==> src/rtl/sccb_pkg.sv <==
// Shared types and width helpers for the SCCB register-table sequencer.
package sccb_pkg;

  typedef enum logic [3:0] {
    S_IDLE,
    S_FETCH,
    S_LATCH,
    S_DELAY,
    S_WRITE,
    S_WAIT_W,
    S_READ,
    S_WAIT_R,
    S_CHECK,
    S_NEXT,
    S_DONE,
    S_ERR
  } state_t;

  localparam logic [7:0]  DEFAULT_DEV_ADDR = 8'h78;
  // Truncated to ADDR_W at the point of use, so it is all-ones for any width.
  localparam logic [31:0] DELAY_MARK       = '1;

  function automatic int unsigned idx_width(input int unsigned depth);
    return $clog2(depth + 1);
  endfunction

  // Bits needed to hold the values 0..max_val.
  function automatic int unsigned cnt_width(input int unsigned max_val);
    return (max_val < 1) ? 1 : $clog2(max_val + 1);
  endfunction

endpackage

==> src/rtl/sccb_reg_seq_if.sv <==
// Transaction channel between the table sequencer and the external I2C byte engine.
interface sccb_reg_seq_if #(
  parameter int unsigned ADDR_W = 16,
  parameter int unsigned DATA_W = 8
);
  logic              valid;
  logic              ready;
  logic              rd;
  logic [7:0]        dev;
  logic [ADDR_W-1:0] addr;
  logic [DATA_W-1:0] wdata;
  logic              done;
  logic              nack;
  logic [DATA_W-1:0] rdata;

  modport master (output valid, rd, dev, addr, wdata, input ready, done, nack, rdata);
  modport slave  (input valid, rd, dev, addr, wdata, output ready, done, nack, rdata);
endinterface

==> src/rtl/sccb_ms_tick.sv <==
// Free-running 1 ms strobe; clr realigns the prescaler so a delay starts on a full period.
module sccb_ms_tick
  import sccb_pkg::*;
#(
  parameter int unsigned CLK_HZ = 25_000_000
) (
  input  logic clk,
  input  logic rst,
  input  logic clr,
  output logic tick
);

  localparam int unsigned PRESCALE = ((CLK_HZ / 1000) < 1) ? 1 : (CLK_HZ / 1000);
  localparam int unsigned CW       = cnt_width(PRESCALE - 1);
  localparam logic [CW-1:0] LAST   = CW'(PRESCALE - 1);

  logic [CW-1:0] cnt;

  always_ff @(posedge clk) begin
    if (rst || clr) begin
      cnt  <= '0;
      tick <= 1'b0;
    end else if (cnt == LAST) begin
      cnt  <= '0;
      tick <= 1'b1;
    end else begin
      cnt  <= cnt + 1'b1;
      tick <= 1'b0;
    end
  end

endmodule

==> src/rtl/sccb_reg_seq.sv <==
// Walks an external {addr,data} register table, issuing SCCB writes (optionally read-back
// verified) with per-entry retry, and honouring millisecond delay entries.
module sccb_reg_seq
  import sccb_pkg::*;
#(
  parameter logic [7:0]  DEV_ADDR  = DEFAULT_DEV_ADDR,
  parameter int unsigned ADDR_W    = 16,
  parameter int unsigned DATA_W    = 8,
  parameter int unsigned DEPTH     = 357,
  parameter int unsigned MAX_RETRY = 3,
  parameter int unsigned CLK_HZ    = 25_000_000,
  localparam int unsigned IDX_W    = idx_width(DEPTH)
) (
  input  logic                     clk,
  input  logic                     rst,
  input  logic                     start,
  input  logic                     verify_en,
  output logic [IDX_W-1:0]         tbl_idx,
  input  logic [ADDR_W+DATA_W-1:0] tbl_entry,
  sccb_reg_seq_if.master           txn,
  output logic                     busy,
  output logic                     done,
  output logic                     error,
  output logic [IDX_W-1:0]         err_idx
);

  localparam int unsigned ATT_W        = cnt_width(MAX_RETRY + 1);
  localparam logic [ADDR_W-1:0] MARK   = ADDR_W'(DELAY_MARK);
  localparam logic [IDX_W-1:0] LAST_IX = IDX_W'(DEPTH - 1);
  localparam logic [ATT_W-1:0] ATT_MAX = ATT_W'(MAX_RETRY);

  state_t            state;
  logic [ADDR_W-1:0] lat_addr;
  logic [DATA_W-1:0] lat_data;
  logic [DATA_W-1:0] dly_cnt;
  logic [DATA_W-1:0] rd_data;
  logic              rd_nack;
  logic              verify;
  logic              hs_done;
  logic [ATT_W-1:0]  attempt;
  logic [ADDR_W-1:0] ent_addr;
  logic [DATA_W-1:0] ent_data;
  logic              tick_clr;
  logic              ms_tick;

  assign ent_addr = tbl_entry[ADDR_W+DATA_W-1:DATA_W];
  assign ent_data = tbl_entry[DATA_W-1:0];
  assign tick_clr = (state == S_LATCH);

  sccb_ms_tick #(.CLK_HZ(CLK_HZ)) u_ms_tick (
    .clk  (clk),
    .rst  (rst),
    .clr  (tick_clr),
    .tick (ms_tick)
  );

  always_ff @(posedge clk) begin
    if (rst) begin
      state     <= S_IDLE;
      tbl_idx   <= '0;
      err_idx   <= '0;
      busy      <= 1'b0;
      done      <= 1'b0;
      error     <= 1'b0;
      verify    <= 1'b0;
      attempt   <= '0;
      dly_cnt   <= '0;
      lat_addr  <= '0;
      lat_data  <= '0;
      rd_data   <= '0;
      rd_nack   <= 1'b0;
      hs_done   <= 1'b0;
      txn.valid <= 1'b0;
      txn.rd    <= 1'b0;
      txn.dev   <= '0;
      txn.addr  <= '0;
      txn.wdata <= '0;
    end else begin
      case (state)
        S_IDLE, S_DONE, S_ERR: begin
          if (start) begin
            tbl_idx <= '0;
            err_idx <= '0;
            done    <= 1'b0;
            error   <= 1'b0;
            busy    <= 1'b1;
            verify  <= verify_en;
            attempt <= '0;
            state   <= S_FETCH;
          end
        end
        S_FETCH: state <= S_LATCH;
        S_LATCH: begin
          lat_addr <= ent_addr;
          lat_data <= ent_data;
          dly_cnt  <= ent_data;
          state    <= (ent_addr == MARK) ? S_DELAY : S_WRITE;
        end
        S_DELAY: begin
          if (dly_cnt == '0)  state   <= S_NEXT;
          else if (ms_tick)   dly_cnt <= dly_cnt - 1'b1;
        end
        S_WRITE: begin
          txn.valid <= 1'b1;
          txn.rd    <= 1'b0;
          txn.dev   <= DEV_ADDR;
          txn.addr  <= lat_addr;
          txn.wdata <= lat_data;
          hs_done   <= 1'b0;
          state     <= S_WAIT_W;
        end
        S_WAIT_W: begin
          if (txn.valid && txn.ready) begin
            txn.valid <= 1'b0;
            hs_done   <= 1'b1;
          end else if (hs_done && txn.done) begin
            if (!txn.nack)                 state <= verify ? S_READ : S_NEXT;
            else if (attempt == ATT_MAX) begin
              state   <= S_ERR;
              error   <= 1'b1;
              err_idx <= tbl_idx;
              busy    <= 1'b0;
            end else begin
              attempt <= attempt + 1'b1;
              state   <= S_WRITE;
            end
          end
        end
        // The engine forms the on-wire read address (DEV_ADDR|1) from txn.rd.
        S_READ: begin
          txn.valid <= 1'b1;
          txn.rd    <= 1'b1;
          txn.dev   <= DEV_ADDR;
          txn.addr  <= lat_addr;
          txn.wdata <= lat_data;
          hs_done   <= 1'b0;
          state     <= S_WAIT_R;
        end
        S_WAIT_R: begin
          if (txn.valid && txn.ready) begin
            txn.valid <= 1'b0;
            hs_done   <= 1'b1;
          end else if (hs_done && txn.done) begin
            rd_nack <= txn.nack;
            rd_data <= txn.rdata;
            state   <= S_CHECK;
          end
        end
        S_CHECK: begin
          if (!rd_nack && (rd_data == lat_data)) state <= S_NEXT;
          else if (attempt == ATT_MAX) begin
            state   <= S_ERR;
            error   <= 1'b1;
            err_idx <= tbl_idx;
            busy    <= 1'b0;
          end else begin
            attempt <= attempt + 1'b1;
            state   <= S_WRITE;
          end
        end
        S_NEXT: begin
          attempt <= '0;
          if (tbl_idx == LAST_IX) begin
            done  <= 1'b1;
            busy  <= 1'b0;
            state <= S_DONE;
          end else begin
            tbl_idx <= tbl_idx + 1'b1;
            state   <= S_FETCH;
          end
        end
        default: state <= S_IDLE;
      endcase
    end
  end

endmodule
==> src/flat_wrapper.sv <==
// flat-port wrapper written by rule: the top's interface ports become plain ports
module sccb_reg_seq_flat import sccb_pkg::*;
#(
  parameter logic [7:0]  DEV_ADDR  = DEFAULT_DEV_ADDR,
  parameter int unsigned ADDR_W    = 16,
  parameter int unsigned DATA_W    = 8,
  parameter int unsigned DEPTH     = 357,
  parameter int unsigned MAX_RETRY = 3,
  parameter int unsigned CLK_HZ    = 25_000_000,
  localparam int unsigned IDX_W    = idx_width(DEPTH)
)
  (clk, rst, start, verify_en, tbl_idx, tbl_entry, busy, done, error, err_idx, txn_valid, txn_rd, txn_dev, txn_addr, txn_wdata, txn_ready, txn_done, txn_nack, txn_rdata);
  sccb_reg_seq_if #(.ADDR_W(ADDR_W), .DATA_W(DATA_W)) txn_i ();
  input  logic clk;
  input  logic rst;
  input  logic start;
  input  logic verify_en;
  output logic [IDX_W-1:0] tbl_idx;
  input  logic [ADDR_W+DATA_W-1:0] tbl_entry;
  output logic busy;
  output logic done;
  output logic error;
  output logic [IDX_W-1:0] err_idx;
  output wire logic [$bits(txn_i.valid)-1:0] txn_valid;
  output wire logic [$bits(txn_i.rd)-1:0] txn_rd;
  output wire logic [$bits(txn_i.dev)-1:0] txn_dev;
  output wire logic [$bits(txn_i.addr)-1:0] txn_addr;
  output wire logic [$bits(txn_i.wdata)-1:0] txn_wdata;
  input wire logic [$bits(txn_i.ready)-1:0] txn_ready;
  input wire logic [$bits(txn_i.done)-1:0] txn_done;
  input wire logic [$bits(txn_i.nack)-1:0] txn_nack;
  input wire logic [$bits(txn_i.rdata)-1:0] txn_rdata;
  assign txn_valid = txn_i.valid;
  assign txn_rd = txn_i.rd;
  assign txn_dev = txn_i.dev;
  assign txn_addr = txn_i.addr;
  assign txn_wdata = txn_i.wdata;
  assign txn_i.ready = txn_ready;
  assign txn_i.done = txn_done;
  assign txn_i.nack = txn_nack;
  assign txn_i.rdata = txn_rdata;
  sccb_reg_seq #(.DEV_ADDR(DEV_ADDR), .ADDR_W(ADDR_W), .DATA_W(DATA_W), .DEPTH(DEPTH), .MAX_RETRY(MAX_RETRY), .CLK_HZ(CLK_HZ)) u_core (.clk(clk), .rst(rst), .start(start), .verify_en(verify_en), .tbl_idx(tbl_idx), .tbl_entry(tbl_entry), .txn(txn_i), .busy(busy), .done(done), .error(error), .err_idx(err_idx));
endmodule
==> config.mk <==
export PLATFORM = sky130hd
export DESIGN_NAME = sccb_reg_seq_flat
export DESIGN_NICKNAME = d
export VERILOG_FILES = /design/src/rtl/sccb_pkg.sv /design/src/rtl/sccb_reg_seq_if.sv /design/src/rtl/sccb_ms_tick.sv /design/src/rtl/sccb_reg_seq.sv /design/src/flat_wrapper.sv
export SDC_FILE = /design/constraint.sdc
export NUM_CORES = 1
export LEC_CHECK = 0
export ABC_AREA = 1
export ABC_CLOCK_PERIOD_IN_PS = 3350
export BUFFER_PORTS_ARGS = -buffer_cell sky130_fd_sc_hd__buf_2
export CAP_MARGIN = 20
export CORE_MARGIN = 3
export CORE_UTILIZATION = 55
export DETAILED_ROUTE_END_ITERATION = 10
export PLACE_DENSITY = 0.79
export SLEW_MARGIN = 20
export SYNTH_ARGS = -nofsm -noshare
export SYNTH_HDL_FRONTEND = slang
export SYNTH_HIERARCHICAL = 1
export SYNTH_SLANG_ARGS = --single-unit
export TNS_END_PERCENT = 100
==> constraint.sdc <==
create_clock -name clk -period 3.35 [get_ports clk]
set_input_delay 0 -clock clk [delete_from_list [all_inputs] [get_ports clk]]
set_output_delay 0 -clock clk [all_outputs]
set_load 0.05 [all_outputs]
## Yosys cells after proc, flatten, opt, wreduce, memory -nomap -nowiden

Index checks and enable logic that the tools add are counted.
W data, S select, Z words.

| storage, ports and cells | value |
|---|---|
| bits in registers | 114 |
| bits of input ports | 39 |
| output and inout port bits | 55 |
| word-level logic and storage cells | 137 |

| operators by class | value |
|---|---|
| $add $sub $neg | 4 |
| equality and inequality tests | 29 |
| multiplexer cells | 55 |
| bitwise operators | 1 |
| reduce and logical (&&, ||, !) cells | 27 |

Operator list:

| operator | count |
|---|---|
| $mux W9 | 7 |
| $mux W4 | 11 |
| $pmux W4 S10 | 1 |
| $pmux W9 S3 | 1 |
| $mux W3 | 7 |
| $pmux W9 S2 | 1 |
| $reduce_and A6 Y1 | 3 |
| $mux W1 | 17 |
| $eq A16 B16 Y1 const B | 1 |
| $eq A4 B3 Y1 const B | 4 |
| $eq A4 B4 Y1 const B | 4 |
| $mux W8 | 2 |
| $ne A2 B2 Y1 const B | 8 |
| $pmux W8 S2 | 1 |
| $add A15 B1 Y15 const B | 1 |
| $eq A15 B15 Y1 const B | 1 |
| $pmux W3 S4 | 1 |
| $reduce_and A3 Y1 | 4 |
| $ne A2 B1 Y1 const B | 5 |
| $add A9 B1 Y9 const B | 1 |
| $eq A9 B9 Y1 const B | 1 |
| $eq A4 B2 Y1 const B | 2 |
| $eq A8 B8 Y1 | 1 |
| $logic_not A8 Y1 | 1 |
| other kinds (19) | 30 |

## Logic depth before layout (Yosys ltp)

| logic depth | value |
|---|---|
| depth after elaboration | 6 |
| depth in mapped cells | 13 |
| mapped depth without buffers | 13 |

## By module

Netlist, hierarchy kept.

Modules (own cells, without submodules):

| module | instances | cells each | area an instance (um2) |
|---|---|---|---|
| sccb_reg_seq | 1 | 642 | 4536.9 |
| sccb_ms_tick | 1 | 115 | 834.6 |

## Worst setup path before layout

Ideal clock, no wire load.

| timing | value |
|---|---|
| path type | register -> register |
| from | reg u_core.tbl_idx[0] |
| to | reg u_core.tbl_idx[8] |
| arrival | 1774 ps |
| required time | 3237 ps |
| slack | 1463 ps |
| stages on the path, launching flop included | 13 |
| buffers on the path | 0 |
| clock period less this slack | 1887 ps |
| cell sequence | dfxtp_1 > inv_1 > ha_1 > nand2_1 > nor2_1 > nand2_1 > nand2_1 > nand2_4 > nand2_4 > nor2_4 > nand3_2 > nor2_1 > nor2_1 |

| between the ends | value |
|---|---|
| word-level cells in the longest chain between the ends | 3 |
| elaborated cells between the ends (all ways) | 6 |

Ends and longest elaborated chain:

| what | line | source |
|---|---|---|
| start: declaration | sccb_reg_seq.sv:18 | `output logic [IDX_W-1:0] tbl_idx,` |
| start signal: assignment | sccb_reg_seq.sv:168 | `tbl_idx <= tbl_idx + 1'b1;` |
| $add A9 B1 Y9 or $eq A9 B9 Y1 (tied branches) | sccb_reg_seq.sv:168, sccb_reg_seq.sv:163 |  |
| $mux W9 or $ne A2 B2 Y1 (tied branches) | n/a |  |
| $pmux W9 S2 or $reduce_and A3 Y1 (tied branches) | n/a |  |

Parallel ways exist; a longest one is shown, timed or not. The select of a mux whose other input is x is not followed.
A chain may end at the register's enable or synchronous reset.

==> key figures <==
Placed design
  • GP Congestion: 0.947
  • Port Buffers: 89
  • Hpwl dp: roughly 9000 µm

Detailed routing
  • Via count: between 5,000 and 6,000
  • First-pass iteration count of the detailed router: 6
  • Drt total wl: 14,100 µm
  • Via density: 5.32
  • WL per Instance: 13.8 µm
  • Drc violations: 0
  • Starting DRT DRC Count: 417
  • Antenna Nets Post-Route: 0

CTS
  • # H-tree levels: 4
  • Clock sinks: 114
  • Post-cts resize count: 0
  • Root buffer selected by CTS: clkbuf_8
  • CTS tree: built
  • Clk_lat worst skew: 520 ps
  • CTS Buffer Depth: 2
  • Clock slew at reported path FFs: 60 ps
  • CTS buffer count: 17

Logic synthesis
  • Sequential element share of the synthesized area: 0.425
  • Yosys warning count: 6
  • Syn Inst Count: approximately 760
  • Synthesized area: 0.00537 mm²
  • Yosys reg bits: about 110
  • Yosys cell types: 40
  • Leading register cell type out of synthesis: dfxtp_1
  • Post-synth EDFFs: 0
  • Mean Syn Cell Area: slightly above 7 µm²
  • Synth async-reset ratio: 0

Finish
  • Antenna Cells: 0
  • Filler cell count: around 750
  • Area grow syn2layout: 28.2%
  • Share of layout cells above drive strength 1: 0.189
  • Final layout net count: just over 900
  • Final Util: 0.735

Worst hold path
  • Worst hold stages: 6
  • HP Class: in2reg

GRT
  • First-pass GRT wire length: ~24,000 µm
  • Total track usage: 0.263
  • Initial antenna violation count: 0
  • GRT Residual Overflow: 0
  • Vias in the first global route: 5,246
  • Largest net degree at the start of global routing: 38

STA
  • Pins Over Slew Limit: 0
  • Hold Slack: 94.7 ps
  • Worst Max-Slew Pin Slew: 910 ps
  • Skew final: roughly 7.7 ps
  • Fin crit period: ~2700 ps
  • Final Hold Viols: 0
  • Unrepaired setup endpoints after global routing: no
  • # setup viols final: 0
  • Fmax: 374 MHz
  • Fin crit share: 0.799
  • Slew HR: 0.393
  • Final setup TNS: 0 ps

Floorplan
  • Die Footprint: between 0.01 and 0.015 mm²
  • Initial Util: 0.573
  • Die span in x: around 100 µm
  • I/O pin cnt: 94
  • Core ar.: about 0.0094 mm²
  • FP Rows: 35
  • Die Y: 105 µm

Setup path
  • Worst EP required: 3810 ps
  • Crit Path Max Fanout: 37
  • CP startpoint kind: primary input
  • Critical path class: in2reg
  • Worst reg2reg path depth: 9
  • Crit path capture type: flip-flop
  • Arr. time, crit path: 3130 ps

Outcome
  • Status: finished clean

Power and ir drop
  • LEAKAGE: 3.01 nW
  • Pwr Density: 768 mW/mm²
  • Worst IR Drop VDD: 0.469 mV

Run
  • Max-cap violations: 0
[layout by cell type (no fill, tap or decap), types with 2 or more instances in the layout]
cell type	instances
bufinv_16	4
nand3_1	19
inv_2	5
a21oi_1	67
nand2_2	12
xor2_1	3
nor3_1	13
nand4_1	15
dlygate4sd3_1	42
nor2_4	6
dfxtp_1	114
xnor2_1	6
clkinv_1	2
or2_0	2
nor2_1	149
clkinv_2	2
buf_2	89
clkinv_4	2
ha_1	8
clkbuf_8	2
nand2_4	6
conb_1	4
buf_4	4
nor2_2	7
o21ai_1	2
inv_1	64
a31oi_1	2
nand2_1	128
nand4_2	2
nand3_2	2
clkbuf_16	16
o21ai_0	75
a211oi_1	3
clkinvlp_4	5
[synthesized netlist by cell type (3+ instances only)]
| library cell | n | share of area |
|---|---|---|
| nor2_1 | 150 | 0.10 |
| nand2_1 | 128 | 0.089 |
| dfxtp_1 | 114 | 0.42 |
| o21ai_0 | 75 | 0.070 |
| a21oi_1 | 67 | 0.062 |
| inv_1 | 64 | 0.045 |
| nand3_1 | 19 | 0.018 |
| clkbuf_1 | 16 | 0.011 |
| nand4_1 | 15 | 0.017 |
| nor3_1 | 13 | 0.012 |
| nand2_2 | 12 | 0.014 |
| buf_2 | 8 | 0.0075 |
| ha_1 | 8 | 0.019 |
| buf_4 | 7 | 0.0098 |
| nand2_4 | 6 | 0.013 |
| nor2_2 | 6 | 0.0070 |
| nor2_4 | 6 | 0.013 |
| xnor2_1 | 6 | 0.0098 |
| inv_2 | 5 | 0.0035 |
| a211oi_1 | 3 | 0.0042 |
| xor2_1 | 3 | 0.0049 |
[cell type report]
type	count	area (µm²)	share of cell area
clock buffer	19	432	0.0627
multi-input combinational	542	2660	0.387
sequential	114	2280	0.332
clock inverter	13	185	0.0269
tap	129	161	0.0234
inverter	71	267	0.0387
timing repair buffer	135	896	0.130
[per-stage QoR]
step	total power, mW	setup WS [ps]	cells	cell area (µm²)
2_1_floorplan	3.01	1460	760	5380
3_3_place_gp	3.27	1430	949	5850
3_5_place_dp	3.33	1310	949	5850
4_1_cts	5.28	735	1023	6880
5_1_grt	5.56	473	1023	6880
6_report	5.29	674	1023	6880
[layer usage]
layer / track usage / wire [µm] / up-vias
li1: - / - / 2686
met1: 0.324 / 6090 / 2525
met2: 0.456 / 6920 / 204
met3: 0.0581 / 864 / 29
met4: 0.0872 / 259 / 0
met5: 0 / 0 / -
[registers in the layout (all words and copies together), names as in the netlist, 3 cells and up]
register and cells:
u_core/u_ms_tick/cnt 15, u_core/txn.addr 16, u_core/dly_cnt 8, u_core/lat_addr 16
u_core/rd_data 8, u_core/state 4, u_core/txn.wdata 8, u_core/tbl_idx 9
u_core/lat_data 8, u_core/err_idx 9, u_core/attempt 3
[worst paths after layout]
| check | start | end | slack (ps) |
|---|---|---|---|
| setup / recovery | rst | u_core/verify | 670 |
| hold / removal | txn_done | u_core/rd_nack | 90 |
| setup reg to reg | u_core/state[3] | u_core/verify | 940 |
| hold reg to reg | u_core/error | u_core/error | 450 |
[logic make-up after synthesis]
| kind of cell | Yosys count | synth area share |
|---|---|---|
| xor+xnor | 9 | 0.0147 |
| fa+ha+maj | 8 | 0.0186 |
| buf+inv | 104 | 0.0822 |
| compound gates | 155 | 0.151 |
| other cells | 1 | 0.000698 |
| simple gates | 366 | 0.307 |
| flops | 114 | 0.425 |
[power breakdown]
part,total (mW),leakage [nW],switching [mW],internal (mW)
logic,1.68,1.80,1.17,0.513
clock network,1.87,0.286,0.650,1.23
registers,1.73,0.923,0.161,1.57
[critical path, stage by stage]
cell and delay [ps]:
dlygate4sd3_1 530, buf_2 130, inv_1 650, buf_4 420
o21ai_0 140, dlygate4sd3_1 580, a21oi_1 110, dlygate4sd3_1 550
[repair_timing]
item                                   4_1_cts  5_1_grt
setup buffers                                0        0
hold buffers                                42        0
setup endpoints to repair                    0        0
endpoints found under the hold margin       69        0
(Power assumes the default switching activity.)
